`config.mk`:
```
export PLATFORM = sky130hd
export DESIGN_NAME = hazard_ctrl
export DESIGN_NICKNAME = d
export VERILOG_FILES = /design/src/rtl/hazard_ctrl.sv
export SDC_FILE = /design/constraint.sdc
export NUM_CORES = 1
export LEC_CHECK = 0
export CORE_AREA = 2 2 39 41
export CTS_CLUSTER_SIZE = 14
export DETAILED_ROUTE_END_ITERATION = 7
export DIE_AREA = 0 0 41 43
export SYNTH_ARGS = -nofsm -noshare
export SYNTH_HDL_FRONTEND = slang
export SYNTH_SLANG_ARGS = --single-unit
```
`constraint.sdc`:
```
create_clock -name clk_in -period 1.1 [get_ports clk_in]
set_clock_uncertainty 0.2 [all_clocks]
set_input_delay 0.11 -clock clk_in [delete_from_list [all_inputs] [get_ports clk_in]]
set_output_delay 0.11 -clock clk_in [all_outputs]
set_load 0.02 [all_outputs]
```
`src/rtl/hazard_ctrl.sv`:
```
// Hazard controller for the 5-stage core: load-use, multi-cycle MUL/DIV and taken-branch hazards.
// Define HZD_PERF_CNT_EN to build the saturating stall/flush performance counters.
module hazard_ctrl #(
  parameter int INDEX    = 5,
  parameter int LOAD_LAT = 1,
  parameter int PERF_W   = 32
) (
  input  logic             clk_in,
  input  logic             rst_in,
  input  logic             idex_mem_read_in,
  input  logic [INDEX-1:0] idex_rd_in,
  input  logic [INDEX-1:0] ifid_rs1_in,
  input  logic [INDEX-1:0] ifid_rs2_in,
  input  logic             ifid_rs1_used_in,
  input  logic             ifid_rs2_used_in,
  input  logic             mdu_start_in,
  input  logic             mdu_done_in,
  input  logic             branch_taken_in,
  output logic             stall_out,
  output logic             idex_bubble_out,
  output logic             idex_hold_out,
  output logic             exmem_bubble_out,
  output logic             ifid_flush_out
`ifdef HZD_PERF_CNT_EN
  ,
  output logic [PERF_W-1:0] stall_cycles_out,
  output logic [PERF_W-1:0] flush_count_out
`endif
);

  localparam logic [1:0] S_IDLE      = 2'd0;
  localparam logic [1:0] S_LOAD_WAIT = 2'd1;
  localparam logic [1:0] S_MDU_WAIT  = 2'd2;
  localparam logic [3:0] LOAD_CNT    = 4'(LOAD_LAT - 1);

  if (LOAD_LAT < 1 || LOAD_LAT > 15) begin : g_bad_load_lat
    $error("hazard_ctrl: LOAD_LAT=%0d outside 1..15", LOAD_LAT);
  end
  if (PERF_W < 1) begin : g_bad_perf_w
    $error("hazard_ctrl: PERF_W=%0d must be at least 1", PERF_W);
  end

  logic [1:0] state_r, state_d;
  logic [3:0] cnt_r, cnt_d;
  logic       load_use;
  logic       stall_c, bubble_c, hold_c, exbub_c, flush_c;

  // x0 never carries a real dependency, and unused operand fields are don't-care.
  assign load_use = idex_mem_read_in && (idex_rd_in != '0) &&
                    ((ifid_rs1_used_in && (idex_rd_in == ifid_rs1_in)) ||
                     (ifid_rs2_used_in && (idex_rd_in == ifid_rs2_in)));

  always_comb begin
    state_d  = state_r;
    cnt_d    = cnt_r;
    stall_c  = 1'b0;
    bubble_c = 1'b0;
    hold_c   = 1'b0;
    exbub_c  = 1'b0;
    flush_c  = 1'b0;
    case (state_r)
      S_IDLE: begin
        if (branch_taken_in) begin
          flush_c  = 1'b1;
          bubble_c = 1'b1;
        end else if (mdu_start_in && !mdu_done_in) begin
          stall_c = 1'b1;
          hold_c  = 1'b1;
          exbub_c = 1'b1;
          state_d = S_MDU_WAIT;
        end else if (mdu_start_in) begin
          state_d = S_IDLE;
        end else if (load_use) begin
          stall_c  = 1'b1;
          bubble_c = 1'b1;
          if (LOAD_LAT > 1) begin
            state_d = S_LOAD_WAIT;
            cnt_d   = LOAD_CNT;
          end
        end
      end
      S_LOAD_WAIT: begin
        stall_c  = 1'b1;
        bubble_c = 1'b1;
        cnt_d    = cnt_r - 4'd1;
        if (cnt_r <= 4'd1) state_d = S_IDLE;
      end
      S_MDU_WAIT: begin
        if (mdu_done_in) begin
          state_d = S_IDLE;
        end else begin
          stall_c = 1'b1;
          hold_c  = 1'b1;
          exbub_c = 1'b1;
        end
      end
      default: state_d = S_IDLE;
    endcase
  end

  always_ff @(posedge clk_in or posedge rst_in) begin
    if (rst_in) begin
      state_r <= S_IDLE;
      cnt_r   <= 4'd0;
    end else begin
      state_r <= state_d;
      cnt_r   <= cnt_d;
    end
  end

  // Outputs are forced low for the whole time reset is held, not just after the edge.
  assign stall_out        = stall_c  & ~rst_in;
  assign idex_bubble_out  = bubble_c & ~rst_in;
  assign idex_hold_out    = hold_c   & ~rst_in;
  assign exmem_bubble_out = exbub_c  & ~rst_in;
  assign ifid_flush_out   = flush_c  & ~rst_in;

`ifdef HZD_PERF_CNT_EN
  function automatic logic [PERF_W-1:0] sat_inc(input logic [PERF_W-1:0] v);
    return (&v) ? v : v + PERF_W'(1);
  endfunction

  always_ff @(posedge clk_in or posedge rst_in) begin
    if (rst_in) begin
      stall_cycles_out <= '0;
      flush_count_out  <= '0;
    end else begin
      if (stall_out)      stall_cycles_out <= sat_inc(stall_cycles_out);
      if (ifid_flush_out) flush_count_out  <= sat_inc(flush_count_out);
    end
  end
`endif

endmodule

```
; ---- Word level (Yosys, flattened, before mapping)
; Index checks and enable logic that the tools add are counted.
[totals]
wordCells = 47
inputBits = 23
regBits = 6
[op_classes]
n_reduce_logical = 10
muxes = 20
n_eq_ne = 8
bitwise = 5
addsub = 1
order_cmp = 1
[ops]
columns = cell, n
row1 = two-way mux 1 bit, 11
row2 = equality test 5 bit, 2
row3 = two-way mux 2 bit, 5
row4 = != test 2 bit (second input constant), 3
row5 = case mux 2 bit (3 select lines), 1
row6 = logical AND 1 bit, 5
row7 = nonzero test 5 bit, 1
row8 = bitwise AND 1 bit, 4
row9 = <= comparator 4 x 1 -> 1 bit (second input constant), 1
row10 = case mux 1 bit (2 select lines), 2
row11 = AND reduction 4 bit, 1
row12 = subtractor 4 x 1 -> 4 bit (second input constant), 1
row13 = != test 3 bit (second input constant), 1
row14 = case mux 1 bit (3 select lines), 1
row15 = equality test 2 x 1 -> 1 bit (second input constant), 1
row16 = equality test 2 bit (second input constant), 1
row17 = zero test 2 bit, 1
row18 = zero test 1 bit, 1
row19 = logical OR 1 bit, 1
row20 = NOT 1 bit, 1

; ---- Longest topological paths before layout
[logic_depth]
ltp_word = 10
depth_mapped = 4
ltp_nobuf = 4

; ---- Worst setup path after synthesis
; OpenSTA, ideal clock, no wires.
[synth_timing]
path_kind = input port to output port
start = in idex_rd_in[4]
end = out idex_bubble_out
slack_ps = -411
cell_stages = 4
arrival_ps = 1201
required_time_ps = 790
path_buffers = 0
cell_sequence = xor2_1 -> nor4_2 -> a32oi_1 -> o41ai_2
[synth_via]
elab_chain_len = 10
[synth_rtl]
columns = element, line_no
row1 = from (decl), 11  ; input logic [INDEX-1:0] idex_rd_in,
row2 = equality test 5 bit (on tied branches), "50, 51"
row3 = logical AND 1 bit (on tied branches), "50, 51"
row4 = logical OR 1 bit, 50  ; ((ifid_rs1_used_in && (idex_rd_in == ifid_rs1_in)) ||
row5 = logical AND 1 bit *, 49  ; assign load_use = idex_mem_read_in && (idex_rd_in != '0) &&
row6 = two-way mux 1 bit *, 73  ; end else if (load_use) begin
row7 = two-way mux 1 bit *, 71  ; end else if (mdu_start_in) begin
row8 = two-way mux 1 bit *, 66  ; end else if (mdu_start_in && !mdu_done_in) begin
row9 = two-way mux 1 bit *, 63  ; if (branch_taken_in) begin
row10 = case mux 1 bit (2 select lines) *, 61  ; case (state_r)
row11 = bitwise AND 1 bit *, 113  ; assign idex_bubble_out = bubble_c & ~rst_in;
row12 = to (decl), 20  ; output logic idex_bubble_out,
; Mark *: on every way between the ends. The rest lies on a longest branch, timed or not.

; ---- Worst setup path in the final report
[layout_timing]
start = in ifid_rs2_in[2]
end = out stall_out
[layout_via]
elab_chain_len = 10
[layout_rtl]
columns = element, line_no
row1 = from (decl), 13  ; input logic [INDEX-1:0] ifid_rs2_in,
row2 = equality test 5 bit, 51  ; (ifid_rs2_used_in && (idex_rd_in == ifid_rs2_in)));
row3 = logical AND 1 bit, 51
row4 = logical OR 1 bit, 50
row5 = logical AND 1 bit, 49
row6 = two-way mux 1 bit, 73
row7 = two-way mux 1 bit, 71
row8 = two-way mux 1 bit, 66
row9 = two-way mux 1 bit, 63
row10 = case mux 1 bit (3 select lines), 61
row11 = bitwise AND 1 bit, 112  ; assign stall_out = stall_c & ~rst_in;
row12 = to (decl), 19  ; output logic stall_out,
; Every way passes these cells.

==> metrics <==
WL/cell 10.3 um; crit path from ifid_rs2_in[2]; Mapped Avg Cell Area ~8.3 um^2; Async SR Flop Fraction 100%; Layout area overhead 173%; CP cell instances buf_6 > xor2_2 > nor4_2 > a32oi_2 > buf_4 > o21bai_1 > buf_4; synth cell count leaders xor2_1 (8), inv_1 (3), xnor2_1 (2); Largest regs state_r (1); Design Area, Final approximately 680 um^2; sequential area share after synthesis 10.1%; Overflow after GRT 0; Worst slew margin 82.6%; antenna-violating nets left 0; final setup margin -0.507 ns; Synth area leaders xor2_1 (28%), dfrtp_1 (10%), xnor2_1 (7.1%), o41ai_2 (6.6%), nor4_2 (5.1%); Total GRT Usage approximately a tenth; Final Util between 40% and 50%; Hold Path Sink state_r[1]; reg2reg end state_r[1]; detailed router's first-iteration violation count 0; DR vias/cell 4.29; top cell type's share of synthesized area 28.3%; syn nets between 50 and 60; Port Buf Inserts 27; CP Capture Type output port; Post-synth EDFFs 0; Hold Vio Cnt, Final 0; Initial Util 17.9%; DRC Markers 0; Detailed Place HPWL 689 um; synthesized instance count 30; n_diodes 0; largest net degree at the start of global routing 4; Die Span X 41 um; most frequent CP cell buf_4; hold path cells 5; status finished with violations; global-route wire length before repair 1280 um; RSZ-0062 raised after global routing true; Die Ht 43 um; leakage 0.320 nW; crit path launch type input pin; vias in the first global route 338; Most flops, register state_r; Synth cell types 20; Nets 93; register bit total from synthesis 1; fin crit share 146%; DIE AREA between 0.0015 and 0.002 mm^2; initial antenna violation count 0; Slew @ Worst Pin between 0.2 and 0.3 ns; P per Cell Area 408 mW/mm^2; Worst path slowest cell nor4_2; global placement routability congestion 0.638; CP required 0.79 ns; Vias 360; Final min period 1.61 ns; RR Startpoint state_r[1]; failing checks setup timing; count of pins over their slew limit 0; drt pass-1 iters 1; Cells after DPL 81; max cap viols 0; FP Rows 14; CP Max Fanout 2; layout cells sized above 1 61.8%; final non-filler cell total 84; post-synthesis cell type with the largest combined area xor2_1; R2R setup slack 0.03 ns; reg2reg path depth 4; Largest stage delay, worst path 0.31 ns; Core Region 0.00138 mm^2; Setup CP Type input pin to output port; top-count cell post-synth xor2_1; Post-Syn Area roughly 250 um^2; final wirelength ~870 um; Final setup viols 5; Hold Path Class input pin to flip-flop; Clock Latency Late Sink 0 ns; Max Clock Freq 0.622 GHz; pre-CTS setup slack -1.44 ns; Worst EP arrival 1.30 ns; Peak VDD IR 0.000145 V; yosys synthesis warning count 0; max reg flops 1; hold path startpoint mdu_done_in; Main synth FF type dfrtp_1; IO Pins 28; Post-DP Area 616 um^2; clk slew on worst S/H paths 0 ns
## metal layers
| metal | global-route usage [%] | vias to the layer above | part of all wire (%) |
|---|---|---|---|
| li1 | - | 179 | - |
| met1 | 11.4 | 164 | 37 |
| met2 | 19.1 | 17 | 55 |
| met4 | 0 | 0 | 0 |
| met5 | 0 | - | 0 |
| met3 | 1.05 | 0 | 8.2 |
## layout make-up
class | instances | area [um^2]
fill | 152 | 707
sequential | 1 | 25.0
inverter | 3 | 11.3
multi-input combinational | 25 | 279
tap | 16 | 20.0
timing repair buffer | 39 | 342
## how the worst max path moves through the flow
stage	to	cells after the start	slack, ns
finish	stall_out	7	-0.51
global route	stall_out	7	-0.59
CTS	stall_out	7	-0.52
detailed placement	idex_bubble_out	6	-1.44
global placement	idex_bubble_out	6	-1.41
floorplan	idex_bubble_out	4	-0.33
## stage by stage
stage / power (mW) / hold slack, ns / setup TNS, ns
after floorplan: 0.118 / -0.352 / -0.759
after global placement: 0.255 / 0.238 / -5.15
after detailed placement: 0.256 / 0.235 / -5.27
after CTS: 0.266 / 0.399 / -1.30
after global routing: 0.294 / 0.533 / -1.50
final: 0.276 / 0.507 / -1.22
## worst max-delay path, delay by kind of cell
kind | cells | cell delay (ns)
AND/OR/NAND/NOR | 1 | 0.31
XOR/XNOR | 1 | 0.16
AO/OA/AOI/OAI | 2 | 0.30
buffers and inverters | 3 | 0.42
## timing repair
action | in CTS | in global routing
hold buffers | 1 | 0
resized for setup | 96 | 5
pin swaps | 18 | 3
endpoints found under the setup margin | 6 | 5
setup buffers | 1 | 1
hold endpoints to repair | 1 | 0
## report_power, final
part,switching [mW],internal [mW],total [mW]
logic,0.0946,0.139,0.234
registers,0.00274,0.0399,0.0427
clock network,0,0,0
## cells in the final DEF (no fill, tap or decap), types with 2 or more instances in the layout
cell             instances
clkdlybuf4s15_2          2
xor2_1                   6
xor2_2                   2
dlygate4sd2_1            5
nor4_2                   2
clkdlybuf4s15_1          4
xnor2_1                  2
buf_6                    8
buf_4                   12
buf_2                    5
clkdlybuf4s50_1          2
inv_1                    2
## cell families after synthesis
kind of cell	count (synthesis)	synth area share [%]
and+or+nand+nor	9	23.7
buffers and inverters	4	7.58
AOI/OAI and AO/OA	6	23.2
DFF	1	10.1
xor gates and xnor gates	10	35.4
Note: power is estimated with default switching activity, not from simulation.
